### src/rtl/seven_seg_display_ctrl.sv
// Two-digit hex display controller sharing one registered 7-segment encoder.
// Sequences the high then the low nibble through the encoder and latches each digit.
module seven_seg_display_ctrl #(
  parameter bit LEADING_ZERO_BLANK = 1'b1,
  parameter bit ACTIVE_LOW_OUT     = 1'b1
) (
  input  logic       i_Clk,
  input  logic       i_Rst_L,
  input  logic [7:0] i_Value,
  input  logic       i_Load,
  output logic [3:0] o_Enc_Num,
  input  logic [6:0] i_Enc_Seg,
  output logic [6:0] o_Seg1,
  output logic [6:0] o_Seg2,
  output logic       o_Busy,
  output logic       o_Done
);

  typedef enum logic [2:0] {
    IDLE,
    HI_WAIT,
    HI_CAPT,
    LO_WAIT,
    LO_CAPT
  } state_t;

  localparam logic [6:0] BLANK = ACTIVE_LOW_OUT ? 7'h7F : 7'h00;

  state_t     state_q, state_d;
  logic [7:0] val_q, val_d;
  logic       pend_q, pend_d;
  logic [7:0] pval_q, pval_d;
  logic [3:0] enc_q, enc_d;
  logic [6:0] seg1_q, seg1_d;
  logic [6:0] seg2_q, seg2_d;
  logic       busy_q, busy_d;
  logic       done_q, done_d;

  logic [6:0] seg_pol;
  logic       blank_hi;

  assign seg_pol  = ACTIVE_LOW_OUT ? ~i_Enc_Seg : i_Enc_Seg;
  assign blank_hi = LEADING_ZERO_BLANK && (val_q[7:4] == 4'h0);

  always_comb begin
    state_d = state_q;
    val_d   = val_q;
    pend_d  = pend_q;
    pval_d  = pval_q;
    enc_d   = enc_q;
    seg1_d  = seg1_q;
    seg2_d  = seg2_q;
    done_d  = 1'b0;

    // Loads arriving mid-conversion park in a single slot, newest wins
    if (i_Load && (state_q == HI_WAIT ||
                   state_q == HI_CAPT ||
                   state_q == LO_WAIT)) begin
      pend_d = 1'b1;
      pval_d = i_Value;
    end

    unique case (state_q)
      IDLE: begin
        if (i_Load) begin
          val_d   = i_Value;
          enc_d   = i_Value[7:4];
          state_d = HI_WAIT;
        end
      end
      HI_WAIT: state_d = HI_CAPT;
      HI_CAPT: begin
        seg1_d  = blank_hi ? BLANK : seg_pol;
        enc_d   = val_q[3:0];
        state_d = LO_WAIT;
      end
      LO_WAIT: state_d = LO_CAPT;
      LO_CAPT: begin
        seg2_d = seg_pol;
        done_d = 1'b1;
        if (i_Load) begin
          val_d   = i_Value;
          enc_d   = i_Value[7:4];
          pend_d  = 1'b0;
          state_d = HI_WAIT;
        end else if (pend_q) begin
          val_d   = pval_q;
          enc_d   = pval_q[7:4];
          pend_d  = 1'b0;
          state_d = HI_WAIT;
        end else begin
          state_d = IDLE;
        end
      end
      default: state_d = IDLE;
    endcase

    busy_d = (state_d != IDLE);
  end

  always_ff @(posedge i_Clk) begin
    if (!i_Rst_L) begin
      state_q <= IDLE;
      val_q   <= 8'h00;
      pend_q  <= 1'b0;
      pval_q  <= 8'h00;
      enc_q   <= 4'h0;
      seg1_q  <= BLANK;
      seg2_q  <= BLANK;
      busy_q  <= 1'b0;
      done_q  <= 1'b0;
    end else begin
      state_q <= state_d;
      val_q   <= val_d;
      pend_q  <= pend_d;
      pval_q  <= pval_d;
      enc_q   <= enc_d;
      seg1_q  <= seg1_d;
      seg2_q  <= seg2_d;
      busy_q  <= busy_d;
      done_q  <= done_d;
    end
  end

  assign o_Enc_Num = enc_q;
  assign o_Seg1    = seg1_q;
  assign o_Seg2    = seg2_q;
  assign o_Busy    = busy_q;
  assign o_Done    = done_q;

endmodule

### config.mk
export PLATFORM = sky130hd
export DESIGN_NAME = seven_seg_display_ctrl
export DESIGN_NICKNAME = d
export VERILOG_FILES = /design/src/rtl/seven_seg_display_ctrl.sv
export SDC_FILE = /design/constraint.sdc
export NUM_CORES = 1
export LEC_CHECK = 0
export CAP_MARGIN = 20
export CORE_AREA = 2 2 58 65
export DETAILED_ROUTE_END_ITERATION = 8
export DIE_AREA = 0 0 60 67
export PLACE_DENSITY = 0.8
export SLEW_MARGIN = 5
export SYNTH_ARGS = -nofsm -noshare
export SYNTH_HDL_FRONTEND = slang
export SYNTH_SLANG_ARGS = --single-unit
export TNS_END_PERCENT = 5
### constraint.sdc
create_clock -name i_Clk -period 3.8 [get_ports i_Clk]
set_clock_uncertainty 0.15 [all_clocks]
set_input_delay 1.14 -clock i_Clk [delete_from_list [all_inputs] [get_ports i_Clk]]
set_output_delay 1.14 -clock i_Clk [all_outputs]
set_load 0.05 [all_outputs]
== After elaboration in Yosys (flattened, before gate mapping) ==
Index checks and enable logic that the tools add are counted.

* Equal/unequal tests: 6
* Mux-type cells: 18
* Bitwise logic cells: 1
* Reduce and logical (&&, ||, !) cells: 10

{| class="wikitable"
|+ Operators with widths
! operator !! count
|-
| 2-to-1 mux 8 bit || 3
|-
| case mux 8 bit (2 select lines) || 1
|-
| case mux 3 bit (5 select lines) || 1
|-
| 2-to-1 mux 4 bit || 3
|-
| case mux 4 bit (3 select lines) || 1
|-
| 2-to-1 mux 1 bit || 7
|-
| 2-to-1 mux 7 bit || 1
|-
| NOT 7 bit || 1
|-
| equality test 3 x 2 -> 1 bit (second input constant) || 2
|-
| AND reduction 3 bit || 2
|-
| nonzero test 3 bit || 2
|-
| zero test 4 bit || 1
|-
| equality test 3 x 1 -> 1 bit (second input constant) || 1
|-
| equality test 3 bit (second input constant) || 1
|-
| zero test 3 bit || 1
|-
| 2-to-1 mux 3 bit || 1
|-
| != test 3 bit (second input constant) || 1
|-
| logical OR 1 bit || 2
|-
| != test 2 bit (second input constant) || 1
|-
| nonzero test 2 bit || 1
|-
| logical AND 1 bit || 1
|}

* Bits in registers: 40
* Input port bits: 18
* Output and inout port bits: 20

== Depth between registers and ports, before layout ==
* Depth in word-level cells: 8
* Mapped depth: 6
* Mapped depth without buffers: 4

== Least setup slack after synthesis ==
Ideal clock, no wire load.

* Kind: input to register
* Start: in i_Load
* End: reg val_q[4]
* Arrival: 2103 ps
* Data required time: 3534 ps
* Path slack: 1431 ps
* Stages on the path: 5
* Path buffers: 1
* Cells stage by stage: buf_2 mux2_2 mux2_4 mux2i_1 nor2b_1

* Cells in the longest elaborated chain, start to end: 2

{| class="wikitable"
|+ RTL lines
! item !! RTL line !! text
|-
| start: declaration || 10 || <nowiki>input logic i_Load,</nowiki>
|-
| != test 3 bit (no source line) (tied with other cells) || n/a ||
|-
| AND reduction 3 bit (no source line) or case mux 8 bit (2 select lines) (tied branches) || n/a ||
|-
| end signal: assignment || 114 || <nowiki>val_q <= val_d;</nowiki>
|-
| end: declaration || 30 || <nowiki>logic [7:0] val_q, val_d;</nowiki>
|}

Several ways; a longest one is shown, not always the timed one.
A chain may end at the register's enable or synchronous reset.

== Worst setup path in the final report ==
* Start: reg seg1_q[6] (netlist: o_Seg1[6])
* End: out o_Seg1[6]

{| class="wikitable"
|+ RTL lines
! item !! RTL line !! text
|-
| start: declaration || 34 || <nowiki>logic [6:0] seg1_q, seg1_d;</nowiki>
|-
| start signal: assignment || 118 || <nowiki>seg1_q <= seg1_d;</nowiki>
|-
| end: declaration || 13 || <nowiki>output logic [6:0] o_Seg1,</nowiki>
|}

No word-level cell between the ends.

==> out/qor.yml <==
outcome:
  status: "complete, no violations"
critical_path:
  crit_chain: "clkdlybuf4s50_1"
  critPathMaxFanout: 2
  cpMaxStageDelayCell: "clkdlybuf4s50_1"
  rrSetupSlack_ps: 1520
  critPathBufInv: 1
  rr_worst_depth: 4
  timing.rr.start: "state_q[2]"
  r2r_end: "val_q[6]"
  crit_cells: 1
  worstSetupPathType: "flop to output port"
  start_kind: "flop"
  cp_top_family: "buffers and inverters"
  max_stage_delay_ps: 810
  end_kind: "output port"
  setup.worst_path.start: "o_Seg1[6]"
  crit_arrival_ps: 1540
  worstPathRequired_ps: 2510
detailed_routing:
  num_vias: 1351
  first_iter_violations: 28
  via_per_inst: 5.382
  ant_nets: 0
  drt_pass1_iterations: 4
  drc: 0
  wl_per_cell_um: 14.94
  routed_wl_mm: 3.749
clocking:
  clock_latency_ps: 360
  clk_path_buf_depth: 2
  cts_sinks: 40
  post_cts_resized: 0
  cts_tree: "yes"
  post_cts_buffers: 0
  cts-root-buf: "clkbuf_4"
  cts_hold_buf: 0
  numCtsBuffers: 5
  htree_levels: 2
  clk_pin_slew_worst_paths_ps: 130
floorplan:
  row_count: 22
  die_x_um: 60
  die_y_um: 67
  start_util: 0.5173
  io_pins: 38
  core_area_um2: 3331
  dieArea_um2: 4020
sta:
  relSlewSlack: 0.4656
  min_period_ps: 2835
  maxSlewViolCount: 0
  finalHoldViolCount: 0
  fmax_mhz: 352.7
  worst_pin_slew_ps: 799.2
  min_period_over_period: 0.7461
  tns_ps: 0
  setup_viol: 0
  rsz0062_at_grt: "no"
placement:
  routabilityCongestion: 0.8765
  dp_hpwl_mm: 2.717
  io_buffers: 37
  place_inst: 243
finish:
  mostFrequentLayoutCells: "40 x dfxtp_1, 37 x clkdlybuf4s50_1, 22 x nand2_1"
  stdcell_count: 251
  fin_util: 0.6536
  area_delta_synth_final_pct: 26.36
  drive_above_1_share: 0.1133
  final_common_cell: "dfxtp_1"
  finalNetCount: 220
  diodes: 0
run:
  cap_violations: 0
min_path:
  hold_depth: 2
  min_path_type: "flop to flop"
  min_to: "o_Seg1[3]"
  holdCritStartpoint: "o_Seg1[3]"
power:
  power_density_nw_per_um2: 437.0
  ir_drop_mv: 0.3382
  p_leak_nw: 0.8981
synthesis:
  async_flop_share: 0
  synth_cells: 169
  synth-seq-cells: 40
  yosysSeqAreaShare: 0.4648
  synth_nets: 187
  syn-cell-area_um2: 1723
  synth_edf_count: 0
  syn_avg_cell_area_um2: 10.19
  synth_cell_types: 36
  yosysWarningCount: 0
  ys.flop_type: "dfxtp_1"
global_route:
  grt_pass1_vias: 1334
  grt_max_degree: 29
  antenna_found_initial: 0
  grt_pass1_wl_mm: 6.154
  grt_use_total: 0.2124
  grt_overflow: 0
==> final cells by class <==
cell class / count / area [µm²]
multi-input combinational: 116 / 854.6
clock buffer: 5 / 37.54
inverter: 1 / 3.754
clock inverter: 3 / 42.54
sequential: 40 / 800.8
fill: 274 / 1154
timing repair buffer: 38 / 377.9
tap: 48 / 60.06
==> Yosys cell counts (all sizes together), types with 5 or more instances <==
library cell	number	area share
nor2	6	0.022
o211ai	7	0.031
mux2i	15	0.087
o2bb2ai	7	0.036
nor2b	11	0.040
o21ai	8	0.023
dfxtp	40	0.46
mux2	7	0.052
buf	7	0.026
nand2	22	0.048
clkbuf	5	0.011
==> metal layers <==
layer,global-route usage,up-vias,wire length (µm)
li1,-,665,-
met1,0.2455,631,1646
met2,0.3356,47,1739
met3,0.07961,8,260
met4,0.1111,0,102
met5,0,-,0
==> power by group <==
part	internal, mW	leakage (nW)	switching (mW)
Sequential	0.450	0.327	0.0258
Combinational	0.0850	0.529	0.112
Clock	0.137	0.0412	0.142
Total	0.672	0.898	0.280
==> flip-flops by register name (all words and copies together), names as in the netlist, 3 cells and up <==
signal / cells
state_q: 3
val_q: 8
pval_q: 8
o_Seg1: 7
o_Seg2: 7
o_Enc_Num: 4
==> how the worst max path moves through the flow <==
stage | endpoint | slack (ps)
floorplan | val_q[4] | 1430
global placement | val_q[4] | 820
detailed placement | val_q[6] | 740
CTS | o_Seg2[3] | 950
global route | o_Enc_Num[3] | 910
finish | o_Seg1[6] | 970
==> logic make-up (layout without fill, tap and decap cells) <==
logic type,Yosys count,in the layout,share of synthesized area
AND/OR/NAND/NOR,52,52,0.1772
AO/OA/AOI/OAI,40,40,0.1692
flip-flops,40,40,0.4648
multiplexers,22,22,0.1394
buffers and inverters,13,47,0.03921
XOR/XNOR,2,2,0.01017
==> through the flow <==
stage | instance area, µm² | power, mW | hold slack (ps) | worst slack (ps)
after floorplan | 1723 | 0.6184 | 285.9 | 1431
after global placement | 2097 | 0.6752 | 301.8 | 824.5
after global routing | 2177 | 0.9980 | 349.1 | 909.0
after CTS | 2177 | 0.9582 | 327.4 | 948.2
final | 2177 | 0.9514 | 326.1 | 965.0
after detailed placement | 2097 | 0.6814 | 300.9 | 741.4
==> tightest hold or removal path, delay by kind of cell, from the launching register on <==
kind / cells / cell delay (ps)
compound gates: 1 / 60
flops: 1 / 350
simple gates: 1 / 50
No activity file was read; power rests on OpenSTA's default activity.
